$ cat config.mk
export PLATFORM = sky130hd
export DESIGN_NAME = rv32_data_wb_master
export DESIGN_NICKNAME = d
export VERILOG_FILES = /design/src/rtl/rv32_lsu_pkg.sv /design/src/rtl/lsu_tag_fifo.sv /design/src/rtl/rv32_data_wb_master.sv
export SDC_FILE = /design/constraint.sdc
export NUM_CORES = 1
export LEC_CHECK = 0
export BUFFER_PORTS_ARGS = -buffer_cell sky130_fd_sc_hd__buf_4
export CORE_UTILIZATION = 30
export CTS_CLUSTER_DIAMETER = 100
export CTS_CLUSTER_SIZE = 25
export DETAILED_ROUTE_END_ITERATION = 6
export GPL_ROUTABILITY_DRIVEN = 0
export PLACE_DENSITY = 0.56
export SLEW_MARGIN = 20
export SYNTH_ARGS = -nofsm -noshare
export SYNTH_HDL_FRONTEND = slang
export SYNTH_SLANG_ARGS = --single-unit
$ cat constraint.sdc
create_clock -name clk -period 4.2 [get_ports clk]
set_input_delay 0.63 -clock clk [delete_from_list [all_inputs] [get_ports clk]]
set_output_delay 0.63 -clock clk [all_outputs]
set_load 0.02 [all_outputs]
$ cat src/rtl/rv32_lsu_pkg.sv
// Shared types and decode helpers for the RV32 data-port Wishbone master.
// Size encoding follows the core's sel[1:0]; sel[2] selects unsigned loads.
package rv32_lsu_pkg;

    typedef enum logic [1:0] {
        SZ_B = 2'b00,
        SZ_H = 2'b01,
        SZ_W = 2'b10
    } mem_size_e;

    typedef enum logic {
        ST_RUN   = 1'b0,
        ST_ABORT = 1'b1
    } lsu_state_e;

    // Per-request response tag; ofs is sized for the widest (64-bit) bus.
    typedef struct packed {
        logic      we;
        logic      uns;
        mem_size_e size;
        logic [2:0] ofs;
    } lsu_tag_t;

    function automatic mem_size_e decode_size(input logic [1:0] sel);
        mem_size_e sz;
        case (sel)
            2'b00:   sz = SZ_B;
            2'b01:   sz = SZ_H;
            default: sz = SZ_W;
        endcase
        return sz;
    endfunction

    function automatic logic [3:0] size_be(input mem_size_e sz);
        logic [3:0] be;
        case (sz)
            SZ_B:    be = 4'b0001;
            SZ_H:    be = 4'b0011;
            default: be = 4'b1111;
        endcase
        return be;
    endfunction

    function automatic logic misaligned(input mem_size_e sz, input logic [1:0] a);
        return (sz == SZ_H && a[0]) || (sz == SZ_W && a != 2'b00);
    endfunction

endpackage

$ cat src/rtl/lsu_tag_fifo.sv
// Synchronous FIFO holding response tags for in-flight bus requests.
// Latency: pushed entry visible at head the cycle after push when empty.
// Backpressure: push ignored when full unless a pop happens in the same cycle.
module lsu_tag_fifo #(
    parameter int unsigned DEPTH = 2,
    parameter int unsigned W     = 8
) (
    input  logic         clk,
    input  logic         rst,
    input  logic         push_i,
    input  logic [W-1:0] push_dat_i,
    input  logic         pop_i,
    output logic [W-1:0] pop_dat_o,
    output logic         full_o,
    output logic         empty_o
);

    localparam int unsigned AW = (DEPTH > 1) ? $clog2(DEPTH) : 1;
    localparam int unsigned CW = $clog2(DEPTH + 1);
    localparam logic [AW-1:0] PTR_LAST = AW'(DEPTH - 1);
    localparam logic [CW-1:0] CNT_FULL = CW'(DEPTH);

    logic [W-1:0]  mem_q [DEPTH];
    logic [AW-1:0] wr_ptr_q, wr_ptr_d;
    logic [AW-1:0] rd_ptr_q, rd_ptr_d;
    logic [CW-1:0] cnt_q, cnt_d;
    logic          do_push, do_pop;

    assign empty_o   = (cnt_q == '0);
    assign full_o    = (cnt_q == CNT_FULL);
    assign do_pop    = pop_i && !empty_o;
    assign do_push   = push_i && (!full_o || do_pop);
    assign pop_dat_o = mem_q[rd_ptr_q];

    always_comb begin
        wr_ptr_d = wr_ptr_q;
        rd_ptr_d = rd_ptr_q;
        cnt_d    = cnt_q;
        if (do_push) wr_ptr_d = (wr_ptr_q == PTR_LAST) ? '0 : wr_ptr_q + AW'(1);
        if (do_pop)  rd_ptr_d = (rd_ptr_q == PTR_LAST) ? '0 : rd_ptr_q + AW'(1);
        if (do_push && !do_pop)      cnt_d = cnt_q + CW'(1);
        else if (!do_push && do_pop) cnt_d = cnt_q - CW'(1);
    end

    always_ff @(posedge clk or posedge rst) begin
        if (rst) begin
            wr_ptr_q <= '0;
            rd_ptr_q <= '0;
            cnt_q    <= '0;
        end else begin
            wr_ptr_q <= wr_ptr_d;
            rd_ptr_q <= rd_ptr_d;
            cnt_q    <= cnt_d;
        end
    end

    always_ff @(posedge clk) begin
        if (do_push) mem_q[wr_ptr_q] <= push_dat_i;
    end

endmodule

$ cat src/rtl/rv32_data_wb_master.sv
// Pipelined Wishbone B4 master for the RV32 data port with in-order tagged responses.
// Latency: strobe the cycle after grant; rvalid the cycle after ack/err (misaligned: after grant).
// Backpressure: gnt low while strobe is stalled, MAX_OUTST are in flight, or aborting on timeout.
module rv32_data_wb_master
    import rv32_lsu_pkg::*;
#(
    parameter int unsigned DATA_W    = 32,
    parameter int unsigned MAX_OUTST = 2,
    parameter int unsigned TIMEOUT   = 255
) (
    input  logic                clk,
    input  logic                rst,
    input  logic                core_req_i,
    output logic                core_gnt_o,
    input  logic [31:0]         core_addr_i,
    input  logic                core_we_i,
    input  logic [2:0]          core_sel_i,
    input  logic [31:0]         core_wdata_i,
    output logic                core_rvalid_o,
    output logic [31:0]         core_rdata_o,
    output logic                core_err_o,
    output logic                wb_cyc_o,
    output logic                wb_stb_o,
    output logic                wb_we_o,
    output logic [31:0]         wb_adr_o,
    output logic [DATA_W-1:0]   wb_dat_o,
    output logic [DATA_W/8-1:0] wb_sel_o,
    input  logic                wb_stall_i,
    input  logic                wb_ack_i,
    input  logic [DATA_W-1:0]   wb_dat_i,
    input  logic                wb_err_i
);

    localparam int unsigned NB    = DATA_W / 8;
    localparam int unsigned OFS_W = $clog2(NB);
    localparam int unsigned CNT_W = $clog2(MAX_OUTST + 1);
    localparam int unsigned TMR_W = $clog2(TIMEOUT + 1);
    localparam logic [CNT_W-1:0] MAX_CNT  = CNT_W'(MAX_OUTST);
    localparam logic [TMR_W-1:0] TMR_LAST = TMR_W'(TIMEOUT - 1);

    lsu_state_e        state_q, state_d;
    logic              stb_q, stb_d;
    logic              cyc_q, cyc_d;
    logic              we_q, we_d;
    logic [31:0]       adr_q, adr_d;
    logic [DATA_W-1:0] dat_q, dat_d;
    logic [NB-1:0]     sel_q, sel_d;
    logic [CNT_W-1:0]  outst_q, outst_d;
    logic [TMR_W-1:0]  timer_q, timer_d;
    logic              rvalid_q, rvalid_d;
    logic              err_q, err_d;
    logic [31:0]       rdata_q, rdata_d;

    mem_size_e         req_size;
    logic [OFS_W-1:0]  req_ofs;
    logic              req_misal, stb_pending, accept, acc_bus, acc_mis;
    logic              resp, push, pop, tag_full, tag_empty;
    logic [NB-1:0]     be_lane;
    logic [DATA_W-1:0] wdata_lane;
    logic [31:0]       lane, load_ext;
    lsu_tag_t          push_tag, head_tag;

    assign req_size    = decode_size(core_sel_i[1:0]);
    assign req_ofs     = core_addr_i[OFS_W-1:0];
    assign req_misal   = misaligned(req_size, core_addr_i[1:0]);
    assign stb_pending = stb_q && wb_stall_i;

    // Misaligned requests only proceed on an idle bus so their error stays in order.
    assign core_gnt_o = !rst && state_q == ST_RUN && !stb_pending && outst_q < MAX_CNT &&
                        !tag_full && (!req_misal || outst_q == '0);

    assign accept  = core_req_i && core_gnt_o;
    assign acc_bus = accept && !req_misal;
    assign acc_mis = accept && req_misal;
    assign resp    = state_q == ST_RUN && (wb_ack_i || wb_err_i) && outst_q != '0;
    assign push    = acc_bus;
    assign pop     = resp || (state_q == ST_ABORT && !tag_empty);

    assign be_lane    = NB'(size_be(req_size)) << req_ofs;
    assign wdata_lane = {(DATA_W/32){core_wdata_i}} << {req_ofs, 3'b000};

    assign push_tag.we   = core_we_i;
    assign push_tag.uns  = core_sel_i[2];
    assign push_tag.size = req_size;
    assign push_tag.ofs  = 3'(req_ofs);

    lsu_tag_fifo #(
        .DEPTH (MAX_OUTST),
        .W     ($bits(lsu_tag_t))
    ) u_tag_fifo (
        .clk        (clk),
        .rst        (rst),
        .push_i     (push),
        .push_dat_i (push_tag),
        .pop_i      (pop),
        .pop_dat_o  (head_tag),
        .full_o     (tag_full),
        .empty_o    (tag_empty)
    );

    assign lane = 32'(wb_dat_i >> {head_tag.ofs, 3'b000});

    always_comb begin
        load_ext = lane;
        case (head_tag.size)
            SZ_B:    load_ext = {{24{!head_tag.uns && lane[7]}}, lane[7:0]};
            SZ_H:    load_ext = {{16{!head_tag.uns && lane[15]}}, lane[15:0]};
            default: load_ext = lane;
        endcase
    end

    always_comb begin
        state_d  = state_q;
        stb_d    = stb_q;
        cyc_d    = 1'b0;
        we_d     = we_q;
        adr_d    = adr_q;
        dat_d    = dat_q;
        sel_d    = sel_q;
        outst_d  = outst_q;
        timer_d  = '0;
        rvalid_d = 1'b0;
        err_d    = 1'b0;
        rdata_d  = '0;
        case (state_q)
            ST_RUN: begin
                if (stb_q && !wb_stall_i) stb_d = 1'b0;
                if (acc_bus) begin
                    stb_d = 1'b1;
                    we_d  = core_we_i;
                    adr_d = {core_addr_i[31:OFS_W], {OFS_W{1'b0}}};
                    dat_d = wdata_lane;
                    sel_d = be_lane;
                end
                if (acc_bus && !resp)      outst_d = outst_q + CNT_W'(1);
                else if (!acc_bus && resp) outst_d = outst_q - CNT_W'(1);
                if (resp) begin
                    rvalid_d = 1'b1;
                    err_d    = wb_err_i;
                    rdata_d  = head_tag.we ? '0 : load_ext;
                end
                if (acc_mis) begin
                    rvalid_d = 1'b1;
                    err_d    = 1'b1;
                end
                if (!resp && outst_q != '0) begin
                    if (timer_q == TMR_LAST) begin
                        state_d = ST_ABORT;
                        stb_d   = 1'b0;
                    end else begin
                        timer_d = timer_q + TMR_W'(1);
                    end
                end
            end
            default: begin
                // Drain one tag per cycle as an error response; the bus is abandoned.
                stb_d = 1'b0;
                if (!tag_empty) begin
                    rvalid_d = 1'b1;
                    err_d    = 1'b1;
                    outst_d  = outst_q - CNT_W'(1);
                end else begin
                    state_d = ST_RUN;
                end
            end
        endcase
        cyc_d = (state_d == ST_RUN) && (stb_d || outst_d != '0);
    end

    always_ff @(posedge clk or posedge rst) begin
        if (rst) begin
            state_q  <= ST_RUN;
            stb_q    <= 1'b0;
            cyc_q    <= 1'b0;
            we_q     <= 1'b0;
            adr_q    <= '0;
            dat_q    <= '0;
            sel_q    <= '0;
            outst_q  <= '0;
            timer_q  <= '0;
            rvalid_q <= 1'b0;
            err_q    <= 1'b0;
            rdata_q  <= '0;
        end else begin
            state_q  <= state_d;
            stb_q    <= stb_d;
            cyc_q    <= cyc_d;
            we_q     <= we_d;
            adr_q    <= adr_d;
            dat_q    <= dat_d;
            sel_q    <= sel_d;
            outst_q  <= outst_d;
            timer_q  <= timer_d;
            rvalid_q <= rvalid_d;
            err_q    <= err_d;
            rdata_q  <= rdata_d;
        end
    end

    assign wb_cyc_o      = cyc_q;
    assign wb_stb_o      = stb_q;
    assign wb_we_o       = we_q;
    assign wb_adr_o      = adr_q;
    assign wb_dat_o      = dat_q;
    assign wb_sel_o      = sel_q;
    assign core_rvalid_o = rvalid_q;
    assign core_rdata_o  = rdata_q;
    assign core_err_o    = err_q;

endmodule
# Word-level counts from Yosys, hierarchy flattened
# Memory sizes are Yosys's and may differ from the RTL's.
# Index checks and enable logic that the tools add are counted.
# op_classes
n_addsub	7
order_cmp	1
eq_ne	6
n_shift	3
mux	34
bitwise_logic	2
reduce_logical	52
# op_table
cell	count
2-to-1 mux 32 bit	3
one-hot mux 32 bit (2 select lines)	1
left shift 32 x 5 -> 32 bit	1
>> shifter 32 x 6 -> 32 bit	1
logical AND 1 bit	25
2-to-1 mux 8 bit	3
2-to-1 mux 1 bit	19
2-to-1 mux 2 bit	6
logical NOT 1 bit	11
logical NOT 2 bit	5
adder 8 x 1 -> 8 bit, second input constant	1
== test 8 bit, second input constant	1
one-hot mux 4 bit (2 select lines)	1
nonzero test 2 bit	4
== test 2 x 1 -> 1 bit, second input constant	3
logical OR 1 bit	6
adder 2 x 1 -> 2 bit, second input constant	2
== test 2 bit, second input constant	2
one-hot mux 2 bit (2 select lines)	1
left shift 4 x 2 -> 4 bit	1
subtractor 2 x 1 -> 2 bit, second input constant	2
adder 1 bit, second input constant	2
< comparator 2 bit, second input constant	1
inverter 1 bit	2
AND reduction 2 bit	1
# word_totals
ff_bits	118
ramBits	12
in_bits	106
output_inout_bits	106
word_cells	121
memories	1
# memory_table
name	words	word_bits	read_ports	rd_clocked_by_memory_dff	wr	line_no	source
u_tag_fifo.mem_q	2	6	1	0	1	lsu_tag_fifo.sv:23	logic [W-1:0] mem_q [DEPTH];

# Depth between registers and ports, before layout
# logic_depth
word_depth	18
depth_mapped	11
depth_no_buf	8

# By module
# From an unflattened synthesis, not the netlist that was laid out.
# hier_totals
cells_unflattened	633
area_unflattened_um2	6067.1
# modules_own_cells
module	instances	cells_per_inst	area_each_um2	seq_area_each_um2
rv32_data_wb_master	1	591	5340.1	2852.7
lsu_tag_fifo	1	42	726.9	520.5

# Worst setup path before layout
# Ideal clock, no wire load.
# synth_timing
kind	input -> register
startpoint	in core_addr_i[0]
endpoint	mem u_tag_fifo.mem_q[0][0] (netlist bit), enable pin
setup_time_ps	350
arrival_time_ps	2172
required_time_ps	3850
path_slack_ps	1678
stages	7
path_buffers	3
path_cell_list	nor2_1 > nor2_1 > or2_0 > buf_2 > clkbuf_1 > clkbuf_1 > nor2_1
# synth_via
elab_chain_len	11
word_cells_on_any_way	12
classes_between	mux (2); reduce/logical (10)
# synth_rtl
item	line_no	source
start, declared	rv32_data_wb_master.sv:15	input logic [31:0] core_addr_i,
nonzero test 2 bit	rv32_lsu_pkg.sv:45	return (sz == SZ_H && a[0]) || (sz == SZ_W && a != 2'b00);
logical AND 1 bit	rv32_lsu_pkg.sv:45	
logical OR 1 bit *	rv32_lsu_pkg.sv:45	
logical NOT 1 bit *	rv32_data_wb_master.sv:70, rv32_data_wb_master.sv:73	
logical OR 1 bit	rv32_data_wb_master.sv:70	!tag_full && (!req_misal || outst_q == '0);
logical AND 1 bit	rv32_data_wb_master.sv:70	
logical AND 1 bit	rv32_data_wb_master.sv:72	assign accept = core_req_i && core_gnt_o;
logical AND 1 bit *	rv32_data_wb_master.sv:73	assign acc_bus = accept && !req_misal;
logical AND 1 bit *	lsu_tag_fifo.sv:32	assign do_push = push_i && (!full_o || do_pop);
2-to-1 mux 1 bit *	lsu_tag_fifo.sv:58	if (do_push) mem_q[wr_ptr_q] <= push_dat_i;
2-to-1 mux 1 bit (not written as such) *	lsu_tag_fifo.sv:58	
end, declared	lsu_tag_fifo.sv:23	
# Mark *: on every way between the ends. The rest lies on a longest branch, timed or not.

# Worst setup path after layout
# layout_timing
startpoint	in core_addr_i[1]
endpoint	reg cyc_q (netlist: wb_cyc_o)
# layout_via
elab_chain_len	16
word_cells_on_any_way	21
classes_between	mux (7); reduce/logical (14)
# layout_rtl
item	line_no	source
nonzero test 2 bit *	rv32_lsu_pkg.sv:45	
logical AND 1 bit *	rv32_lsu_pkg.sv:45	
logical OR 1 bit *	rv32_lsu_pkg.sv:45	
logical NOT 1 bit *	rv32_data_wb_master.sv:70, rv32_data_wb_master.sv:73	
logical OR 1 bit	rv32_data_wb_master.sv:70	
logical AND 1 bit	rv32_data_wb_master.sv:70	
logical AND 1 bit	rv32_data_wb_master.sv:72	
logical AND 1 bit *	rv32_data_wb_master.sv:73	
[... 2 more ...]	-	
2-to-1 mux 2 bit	rv32_data_wb_master.sv:136	else if (!acc_bus && resp) outst_d = outst_q - CNT_W'(1);
2-to-1 mux 2 bit *	rv32_data_wb_master.sv:135	if (acc_bus && !resp) outst_d = outst_q + CNT_W'(1);
2-to-1 mux 2 bit *	rv32_data_wb_master.sv:125	case (state_q)
net outst_d[1]	rv32_data_wb_master.sv:48	logic [CNT_W-1:0] outst_q, outst_d;
nonzero test 2 bit *	rv32_data_wb_master.sv:167	cyc_d = (state_d == ST_RUN) && (stb_d || outst_d != '0);
logical OR 1 bit *	rv32_data_wb_master.sv:167	
logical AND 1 bit *	rv32_data_wb_master.sv:167	
net cyc_d	rv32_data_wb_master.sv:43	logic cyc_q, cyc_d;
end signal, assigned	rv32_data_wb_master.sv:187	cyc_q <= cyc_d;
end, declared	rv32_data_wb_master.sv:43	
# Mark *: on every way through the listed nets, which the timed path passes. The rest lies on a longest branch.
# A chain may end at the register's enable or synchronous reset.

==> impl_metrics.tcl <==
set metrics [dict create \
    status "completed" \
    antenna_found_initial 0 \
    crit_required_ps 4490 \
    wire_per_inst_um 15.5 \
    hold_violations 0 \
    synth_top_cell_area_share 0.493 \
    ys_top_cells_by_count "nand2_1, dfrtp_1, nor2_1" \
    placementRows 51 \
    yosys.area.top_type "dfrtp_1" \
    die_x_um 143 \
    synth_ff_type "dfrtp_1" \
    synth.ff_latch_count 130 \
    finalSetupViolCount 0 \
    layout-drive-gt1-share 0.333 \
    finalCriticalPeriod_ps 2790 \
    netlist-cell-type-count 53 \
    stdcell_area_mm2 0.00840 \
    yosysMostFrequentCell "nand2_1" \
    max_slew_margin 0.489 \
    critPathLaunchType "input pin" \
    ioPinCount 212 \
    ctsHtreeMaxLevel 4 \
    ant_nets 0 \
    worstPathMaxFanout 42 \
    fin_cells 1088 \
    ys_top_cells_by_area "dfrtp_1, nand2_1, mux2i_1" \
    peakVddDrop_mv 0.305 \
    post_cts_resized 0 \
    die_h_um 143 \
    clk_latency_ps 420 \
    drc_errors 0 \
    reg2reg_depth 6 \
    p_per_area_mw_per_mm2 685 \
    tritoncts "built" \
    place_area_mm2 0.00777 \
    grtUsageTotal 0.172 \
    dp.cells 1056 \
    crit_path_end_kind "flop" \
    insertedDiodeCount 0 \
    maxCapViolations 0 \
    cts_buffer_depth 2 \
    fillCellCount 1999 \
    syn_area_mm2 0.00599 \
    grt_pass1_vias 4949 \
    hpwlAfterDp_mm 12.0 \
    grt_max_degree 61 \
    critPathArrivalTime_ps 3070 \
    synth.avg_cell_area_um2 9.75 \
    crit_type "in -> reg" \
    gr-total-overflow 0 \
    wl_mm 16.9 \
    drt-pass1-iter-count 4 \
    coreArea_mm2 0.0195 \
    drt_iter0_drc 175 \
    finalSetupTns_ps 0 \
    area_delta_synth_final_pct 40.3 \
    vias_per_cell 4.60 \
    setup_slack_ps 1410 \
    vias 5009 \
    worst_pin_slew_ps 766 \
    finalNetCount 920 \
    cts_buffers 17 \
    ys_seq_area_frac 0.553 \
    rsz0062_at_grt "false" \
    postCtsSetupRepairBufs 0 \
    fin_skew_ps 13.4 \
    pre_cts_slack_ps 979 \
    initial_core_util 0.307 \
    async_flop_share 0.908 \
    io_buffer_count 209 \
    hold_path.class "in -> async" \
    root_buffer "clkbuf_16" \
    hold_buffers 0 \
    die-area_mm2 0.0205 \
    clkSinkCount 130 \
    p_leak_nw 4.22 \
    netlist_instances 614 \
    ys_warn_count 0 \
    synth-edff-count 12 \
    finalCritPeriodShare 0.664 \
    cts.clk_slew.worst_paths_ps 50 \
    slew_viol_final 0 \
    max_freq_mhz 359 \
    grt_pass1_wl_mm 26.9 \
]
[where the power goes]
| group | leakage (nW) | internal [mW] | switching (mW) | total (mW) |
|---|---|---|---|---|
| registers | 1.63 | 1.69 | 0.255 | 1.95 |
| logic | 2.28 | 0.938 | 1.28 | 2.22 |
| clock network | 0.307 | 1.03 | 0.560 | 1.59 |
| total | 4.22 | 3.66 | 2.09 | 5.75 |
[placed cells by master (no fill, tap or decap), types with 3 or more instances in the layout]
| master | Yosys | routed |
|---|---|---|
| a211oi_1 | 9 | 9 |
| a21oi_1 | 40 | 40 |
| and2_1 | 4 | 4 |
| buf_4 | 2 | 215 |
| bufinv_16 | 0 | 4 |
| clkbuf_16 | 0 | 17 |
| dfrtp_1 | 118 | 118 |
| edfxtp_1 | 12 | 12 |
| ha_1 | 4 | 4 |
| inv_1 | 7 | 6 |
| mux2_2 | 16 | 16 |
| mux2i_1 | 36 | 35 |
| nand2_1 | 169 | 169 |
| nand2b_1 | 3 | 3 |
| nand3_1 | 12 | 12 |
| nor2_1 | 55 | 55 |
| nor3_1 | 4 | 4 |
| o211ai_1 | 8 | 8 |
| o21ai_0 | 20 | 20 |
| o31ai_1 | 9 | 9 |
| xnor2_1 | 5 | 5 |
| xor2_1 | 8 | 8 |
[area by class of cell]
cell class	count	area, um2	share of cell area
Multi-Input combinational cell	437	2460	0.292
Timing Repair Buffer	216	1630	0.194
Inverter	8	32.5	0.00387
Clock buffer	20	457	0.0544
Clock inverter	12	178	0.0211
Sequential cell	130	3310	0.394
Tap cell	265	332	0.0395
[critical path: stages]
cell and delay (ps):
buf_4 250, nor2_1 540, nor2_1 210, or2_2 360, buf_4 280, a221oi_1 320
a211oi_1 110, o32a_1 360
[kinds of logic (layout without fill, tap and decap cells)]
group                      Yosys count  in the layout  share of synthesized area
AOI/OAI and AO/OA                  105            105                      0.110
adders and majority gates            4              4                    0.00836
buffers and inverters               48            256                     0.0378
other                                1              2                   0.000626
and+or+nand+nor                    260            260                      0.178
muxes                               53             53                     0.0928
DFF                                130            130                      0.553
xor gates and xnor gates            13             13                     0.0190
[flip-flops by register name, indices dropped and copies added, names as in the netlist, 2 cells and up]
signal,count
core_rdata_o,32
wb_dat_o,32
wb_adr_o,30
u_tag_fifo.mem_q,12
timer_q,8
wb_sel_o,4
outst_q,2
u_tag_fifo.cnt_q,2
[stage by stage]
stage                     utilization  hold slack, ps  power, mW
final                           0.430             386       5.75
after global routing            0.430             396       6.10
after CTS                       0.430             389       5.82
after detailed placement        0.398             462       4.20
after global placement          0.398             453       4.19
after floorplan                     -             460       3.25
[final timing paths]
path | startpoint | endpoint | slack [ps]
worst max-delay path | core_addr_i[1] | wb_cyc_o | 1410
worst min-delay path | rst | outst_q[1] | 390
worst max register to register | u_tag_fifo.rd_ptr_q | core_rdata_o[23] | 1550
worst min register to register | wb_adr_o[8] | wb_adr_o[8] | 480
max in group asynchronous | rst | core_rdata_o[26] | 3010
min in group clk | core_addr_i[16] | wb_adr_o[16] | 400
[metal layers]
layer	vias to the layer above	share of wire	global-route usage
met1	2338	0.43	0.219
li1	2471	-	-
met2	187	0.46	0.268
met3	13	0.097	0.0657
met4	0	0.012	0.0515
met5	-	0	0
(Power assumes the default switching activity.)
